File: config.mk
export PLATFORM = sky130hd
export DESIGN_NAME = fetch_unit
export DESIGN_NICKNAME = d
export VERILOG_FILES = /design/src/rtl/common_pkg.sv /design/src/rtl/pipes_pkg.sv /design/src/rtl/fetch_skid.sv /design/src/rtl/fetch_unit.sv
export SDC_FILE = /design/constraint.sdc
export NUM_CORES = 1
export LEC_CHECK = 0
export ABC_AREA = 1
export CAP_MARGIN = 20
export CORE_ASPECT_RATIO = 1.5
export CORE_UTILIZATION = 44
export CTS_CLUSTER_DIAMETER = 60
export DETAILED_ROUTE_END_ITERATION = 10
export MAX_ROUTING_LAYER = met4
export PLACE_DENSITY = 0.67
export SETUP_SLACK_MARGIN = 0.05
export SYNTH_ARGS = -nofsm -noshare
export SYNTH_HDL_FRONTEND = slang
export SYNTH_SLANG_ARGS = --single-unit
File: constraint.sdc
create_clock -name clk -period 18.03 [get_ports clk]
set_input_delay 2.7045 -clock clk [delete_from_list [all_inputs] [get_ports clk]]
set_output_delay 2.7045 -clock clk [all_outputs]
set_load 0.03 [all_outputs]
File: src/rtl/common_pkg.sv
// Shared scalar types and instruction-bus transaction records.
package common;

  typedef logic [63:0] word_t;
  typedef logic [31:0] u32;

  typedef struct packed {
    logic  valid;
    word_t addr;
  } ibus_req_t;

  typedef struct packed {
    logic data_ok;
    u32   data;
  } ibus_resp_t;

endpackage

File: src/rtl/pipes_pkg.sv
// Pipeline payload types and fetch FSM state encoding.
package pipes;

  import common::*;

  typedef struct packed {
    word_t pc;
    u32    raw_instr;
  } fetch_data_t;

  typedef logic [1:0] fetch_state_t;

  localparam fetch_state_t FETCH_REQ  = 2'd0;
  localparam fetch_state_t FETCH_KILL = 2'd1;
  localparam fetch_state_t FETCH_HOLD = 2'd2;

  function automatic word_t next_word(word_t a);
    return a + 64'd4;
  endfunction

endpackage

File: src/rtl/fetch_skid.sv
// Two-entry fetch buffer: an output slot backed by one skid entry.
module fetch_skid
  import pipes::*;
(
  input  logic        clk,
  input  logic        reset,
  input  logic        flush,
  input  logic        in_valid,
  input  fetch_data_t in_data,
  output logic        out_free,
  output logic        out_valid,
  input  logic        out_ready,
  output fetch_data_t out_data
);

  logic        out_valid_q;
  fetch_data_t out_q;
  logic        skid_valid_q;
  fetch_data_t skid_q;

  assign out_free  = !out_valid_q || out_ready;
  assign out_valid = out_valid_q;
  assign out_data  = out_q;

  always_ff @(posedge clk or posedge reset) begin
    if (reset) begin
      out_valid_q  <= 1'b0;
      out_q        <= '0;
      skid_valid_q <= 1'b0;
      skid_q       <= '0;
    end else if (flush) begin
      out_valid_q  <= 1'b0;
      skid_valid_q <= 1'b0;
    end else if (out_free) begin
      // Skid entry is older than anything arriving, so it always goes first.
      if (skid_valid_q) begin
        out_q        <= skid_q;
        out_valid_q  <= 1'b1;
        skid_valid_q <= 1'b0;
      end else if (in_valid) begin
        out_q       <= in_data;
        out_valid_q <= 1'b1;
      end else begin
        out_valid_q <= 1'b0;
      end
    end else if (in_valid) begin
      skid_q       <= in_data;
      skid_valid_q <= 1'b1;
    end
  end

endmodule

File: src/rtl/fetch_unit.sv
// Instruction fetch: bus request FSM, PC/redirect handling, buffered output.
module fetch_unit
  import common::*;
  import pipes::*;
#(
  parameter word_t PCINIT = 64'h0000_0000_8000_0000
) (
  input  logic        clk,
  input  logic        reset,
  output logic        ireq_valid,
  output logic [63:0] ireq_addr,
  input  logic        iresp_data_ok,
  input  logic [31:0] iresp_data,
  input  logic        redirect_valid,
  input  logic [63:0] redirect_pc,
  output logic        out_valid,
  input  logic        out_ready,
  output logic [63:0] out_pc,
  output logic [31:0] out_instr
);

  fetch_state_t state_q, state_d;
  word_t        addr_q, addr_d;
  word_t        pc_q, pc_d;
  word_t        target;
  ibus_req_t    ireq;
  ibus_resp_t   iresp;
  logic         push;
  logic         out_free;
  fetch_data_t  in_data;
  fetch_data_t  out_data;

  assign iresp   = '{data_ok: iresp_data_ok, data: iresp_data};
  assign target  = redirect_pc & ~word_t'(3);
  assign in_data = '{pc: addr_q, raw_instr: iresp.data};

  assign ireq.valid = ((state_q == FETCH_REQ) || (state_q == FETCH_KILL)) && !reset;
  assign ireq.addr  = addr_q;
  assign ireq_valid = ireq.valid;
  assign ireq_addr  = ireq.addr;

  always_comb begin
    state_d = state_q;
    addr_d  = addr_q;
    pc_d    = pc_q;
    push    = 1'b0;
    case (state_q)
      FETCH_REQ: begin
        if (redirect_valid) begin
          if (iresp.data_ok) begin
            addr_d = target;
          end else begin
            pc_d    = target;
            state_d = FETCH_KILL;
          end
        end else if (iresp.data_ok) begin
          push   = 1'b1;
          addr_d = next_word(addr_q);
          if (!out_free) state_d = FETCH_HOLD;
        end
      end
      FETCH_KILL: begin
        // The stale response must be consumed before the new address goes out.
        if (iresp.data_ok) begin
          addr_d  = redirect_valid ? target : pc_q;
          state_d = FETCH_REQ;
        end else if (redirect_valid) begin
          pc_d = target;
        end
      end
      FETCH_HOLD: begin
        if (redirect_valid) begin
          addr_d  = target;
          state_d = FETCH_REQ;
        end else if (out_ready) begin
          state_d = FETCH_REQ;
        end
      end
      default: state_d = FETCH_REQ;
    endcase
  end

  always_ff @(posedge clk or posedge reset) begin
    if (reset) begin
      state_q <= FETCH_REQ;
      addr_q  <= PCINIT;
      pc_q    <= PCINIT;
    end else begin
      state_q <= state_d;
      addr_q  <= addr_d;
      pc_q    <= pc_d;
    end
  end

  fetch_skid u_skid (
    .clk      (clk),
    .reset    (reset),
    .flush    (redirect_valid),
    .in_valid (push),
    .in_data  (in_data),
    .out_free (out_free),
    .out_valid(out_valid),
    .out_ready(out_ready),
    .out_data (out_data)
  );

  assign out_pc    = out_data.pc;
  assign out_instr = out_data.raw_instr;

endmodule

==> flow_metrics.tcl <==
set metrics [dict create \
    wl_mm 57.6 \
    grt_max_degree 193 \
    drtAntennaViolNets 0 \
    synth_top_area_share_pct 45.5 \
    die_w_microns 166 \
    via_count 16800 \
    synth_area_leaders "dfrtp_1 (46%), nand2_1 (19%), a21oi_1 (5.8%), nor2_1 (5.7%), o21ai_0 (3.9%)" \
    critPathRequiredTime_ns 15.33 \
    maxSlewViolCount 0 \
    holdCritPathClass "reg2reg" \
    ir_drop_uv 176 \
    die_h_microns 248 \
    netlist_area_sq_mm 0.0177 \
    crit_fanout 2 \
    timing.hold.ws_ns 0.489 \
    crit_buf_inv 2 \
    firstDrtPassIters 9 \
    row_count 89 \
    synth_edf_count 0 \
    crit_top_cell "clkdlybuf4s50_1" \
    yosysWarnings 0 \
    slowest_stage "clkdlybuf4s50_1" \
    cts.sinks 324 \
    final_nets 2701 \
    worst_setup_path_start_kind "input port" \
    grt_pass1_wl_mm 90.9 \
    wl_per_cell_microns 18.5 \
    clock_path_buffers 3 \
    synth-seq-cells 324 \
    end_kind "output pin" \
    dp_hpwl_mm 39.1 \
    path_clk_slew_ns 0.06 \
    setup_viol 0 \
    worstPathArrival_ns 4.03 \
    status "finished, violations left" \
    dieArea_sq_mm 0.0411 \
    violations "design-rule violations" \
    postLayoutCoreUtil_pct 54.7 \
    postCtsHoldBufs 0 \
    cp_cell_sequence "clkdlybuf4s50_1 > nor2_1 > clkdlybuf4s50_1" \
    leakage_nw 9.57 \
    seq_area_frac_synth_pct 45.8 \
    worst_slew_pin_slew_ns 1.12 \
    min_period_over_period_pct 37.3 \
    yosysTopAreaCell "dfrtp_1" \
    antenna_found_initial 0 \
    cp_top_family "buffers and inverters" \
    fin_crit_ns 6.73 \
    crit_type "in2out" \
    start_util_pct 44.8 \
    syn2layout_area_growth_pct 22.1 \
    async_reset_ff_share_pct 100 \
    cts_tree "yes" \
    drive_above_1_share_pct 6.46 \
    htree_levels 2 \
    rsz0062_at_grt "no" \
    fin_area_sq_mm 0.0216 \
    cpPeakStageDelay_ns 0.67 \
    root_buffer "clkbuf_16" \
    clock_skew_ns 0.0178 \
    cts_setup_buffers 0 \
    post_synth_num_cell_types 35 \
    clkLatencyLatePin_ns 0.54 \
    power_density_mw_per_mm2 193 \
    diodes 0 \
    avgViaCountPerCell 5.40 \
    slew_headroom_pct 25.6 \
    cts-buffers-inserted 36 \
    place_area_sq_mm 0.0204 \
    tns_ns 0 \
    gp_congestion 0.918 \
    grt_pass1_vias 16200 \
    io_pins 263 \
    core_sq_mm 0.0395 \
    synthFlopType "dfrtp_1" \
    fmax_mhz 149 \
    portBuffers 260 \
    synth_cells 2421 \
    final-hold-violation-count 0 \
    synth_nets 2526 \
    syn_area_per_cell_sq_um 7.31 \
    first_iter_violations 1526 \
    grt_overflow_total 0 \
    drc 26 \
    drv_cap 0 \
    grt_usage_pct 29.2 \
    cts_resized 0 \
]
==> synth_stat cells (all sizes together), types with 2 or more instances <==
cell and instances:
nand4 11, xor2 16, buf 84, a21oi 234, o31ai 2, o22ai 6
nand2 897, clkbuf 58, o21ai 148, a211oi 6, mux2 38, o21a 14
dfrtp 322, nand3 58, inv 141, dfstp 2, nor2 277, o211ai 3
ha 4, a31oi 96
==> flip-flops by register name (all words and copies together), names as in the netlist <==
register,cells
ireq_addr,64
pc_q,64
state_q,2
u_skid.out_data,96
u_skid.out_valid,1
u_skid.skid_q,96
u_skid.skid_valid_q,1
==> layout make-up <==
class | instances | area (sq um)
flip-flops and latches | 324 | 8110
multi-input cells | 1814 | 8370
well taps | 500 | 626
repair buffers | 279 | 2800
clock buffers | 50 | 1020
inverters | 141 | 538
clock inverters | 10 | 149
fillers | 3746 | 17900
==> through the flow <==
stage               cells  setup slack (ns)  total power [mW]
global placement     3056             11.31              3.36
CTS                  3116             11.28              4.17
finish               3118             11.30              4.16
floorplan            2421              6.36              2.66
global route         3118             11.26              4.44
detailed placement   3056             11.29              3.40
==> path summary, 6_finish.rpt <==
kind	start	depth (start not counted)	slack (ns)	endpoint
max	reset	3	11.30	ireq_valid
min	pc_q[13]$_DFFE_PP0P_	1	0.49	pc_q[13]$_DFFE_PP0P_
max reg2reg	state_q[0]$_DFFE_PP0P_	10	14.18	ireq_addr[52]$_DFFE_PP0P_
min reg2reg	pc_q[13]$_DFFE_PP0P_	1	0.49	pc_q[13]$_DFFE_PP0P_
max in group asynchronous	reset	3	13.76	u_skid.skid_q[64]$_DFFE_PP0P_
min in group asynchronous	reset	2	2.73	ireq_addr[1]$_DFFE_PP0P_
==> logic make-up (layout without fill, tap and decap cells) <==
family / count (synthesis) / in the layout / share of synthesized area (%)
flops: 324 / 324 / 45.8
mux: 38 / 38 / 2.42
buf+inv: 283 / 480 / 7.05
compound gates: 512 / 512 / 16.3
xor+xnor: 17 / 17 / 0.841
simple gates: 1243 / 1243 / 27.3
fa+ha+maj: 4 / 4 / 0.283
==> metal layers <==
layer | vias up | track usage [%] | wire [microns]
li1 | 8204 | - | -
met1 | 7949 | 38.6 | 25500
met2 | 575 | 45.7 | 26600
met3 | 104 | 3.64 | 3400
met4 | 0 | 11.6 | 2000
met5 | - | - | 0
==> cell usage in the layout, fill, tap and decap left out, drive strengths merged <==
master / count
o221ai: 1
clkdlybuf4s50: 259
a21oi: 234
o31ai: 2
nor2: 277
a31oi: 96
bufinv: 3
nand4: 11
a211oi: 6
o22a: 1
xnor2: 1
dfrtp: 322
clkbuf: 50
dfstp: 2
o21ai: 148
nand3: 58
o211ai: 3
inv: 144
o32ai: 1
o21a: 14
ha: 4
clkinv: 4
buf: 20
nand2: 897
o22ai: 6
mux2: 38
xor2: 16
==> power by group <==
part,switching [mW],internal [mW]
Sequential,0.316,1.07
Clock,0.311,0.442
Combinational,1.28,0.745
Total,1.91,2.25
(Power assumes the default switching activity.)
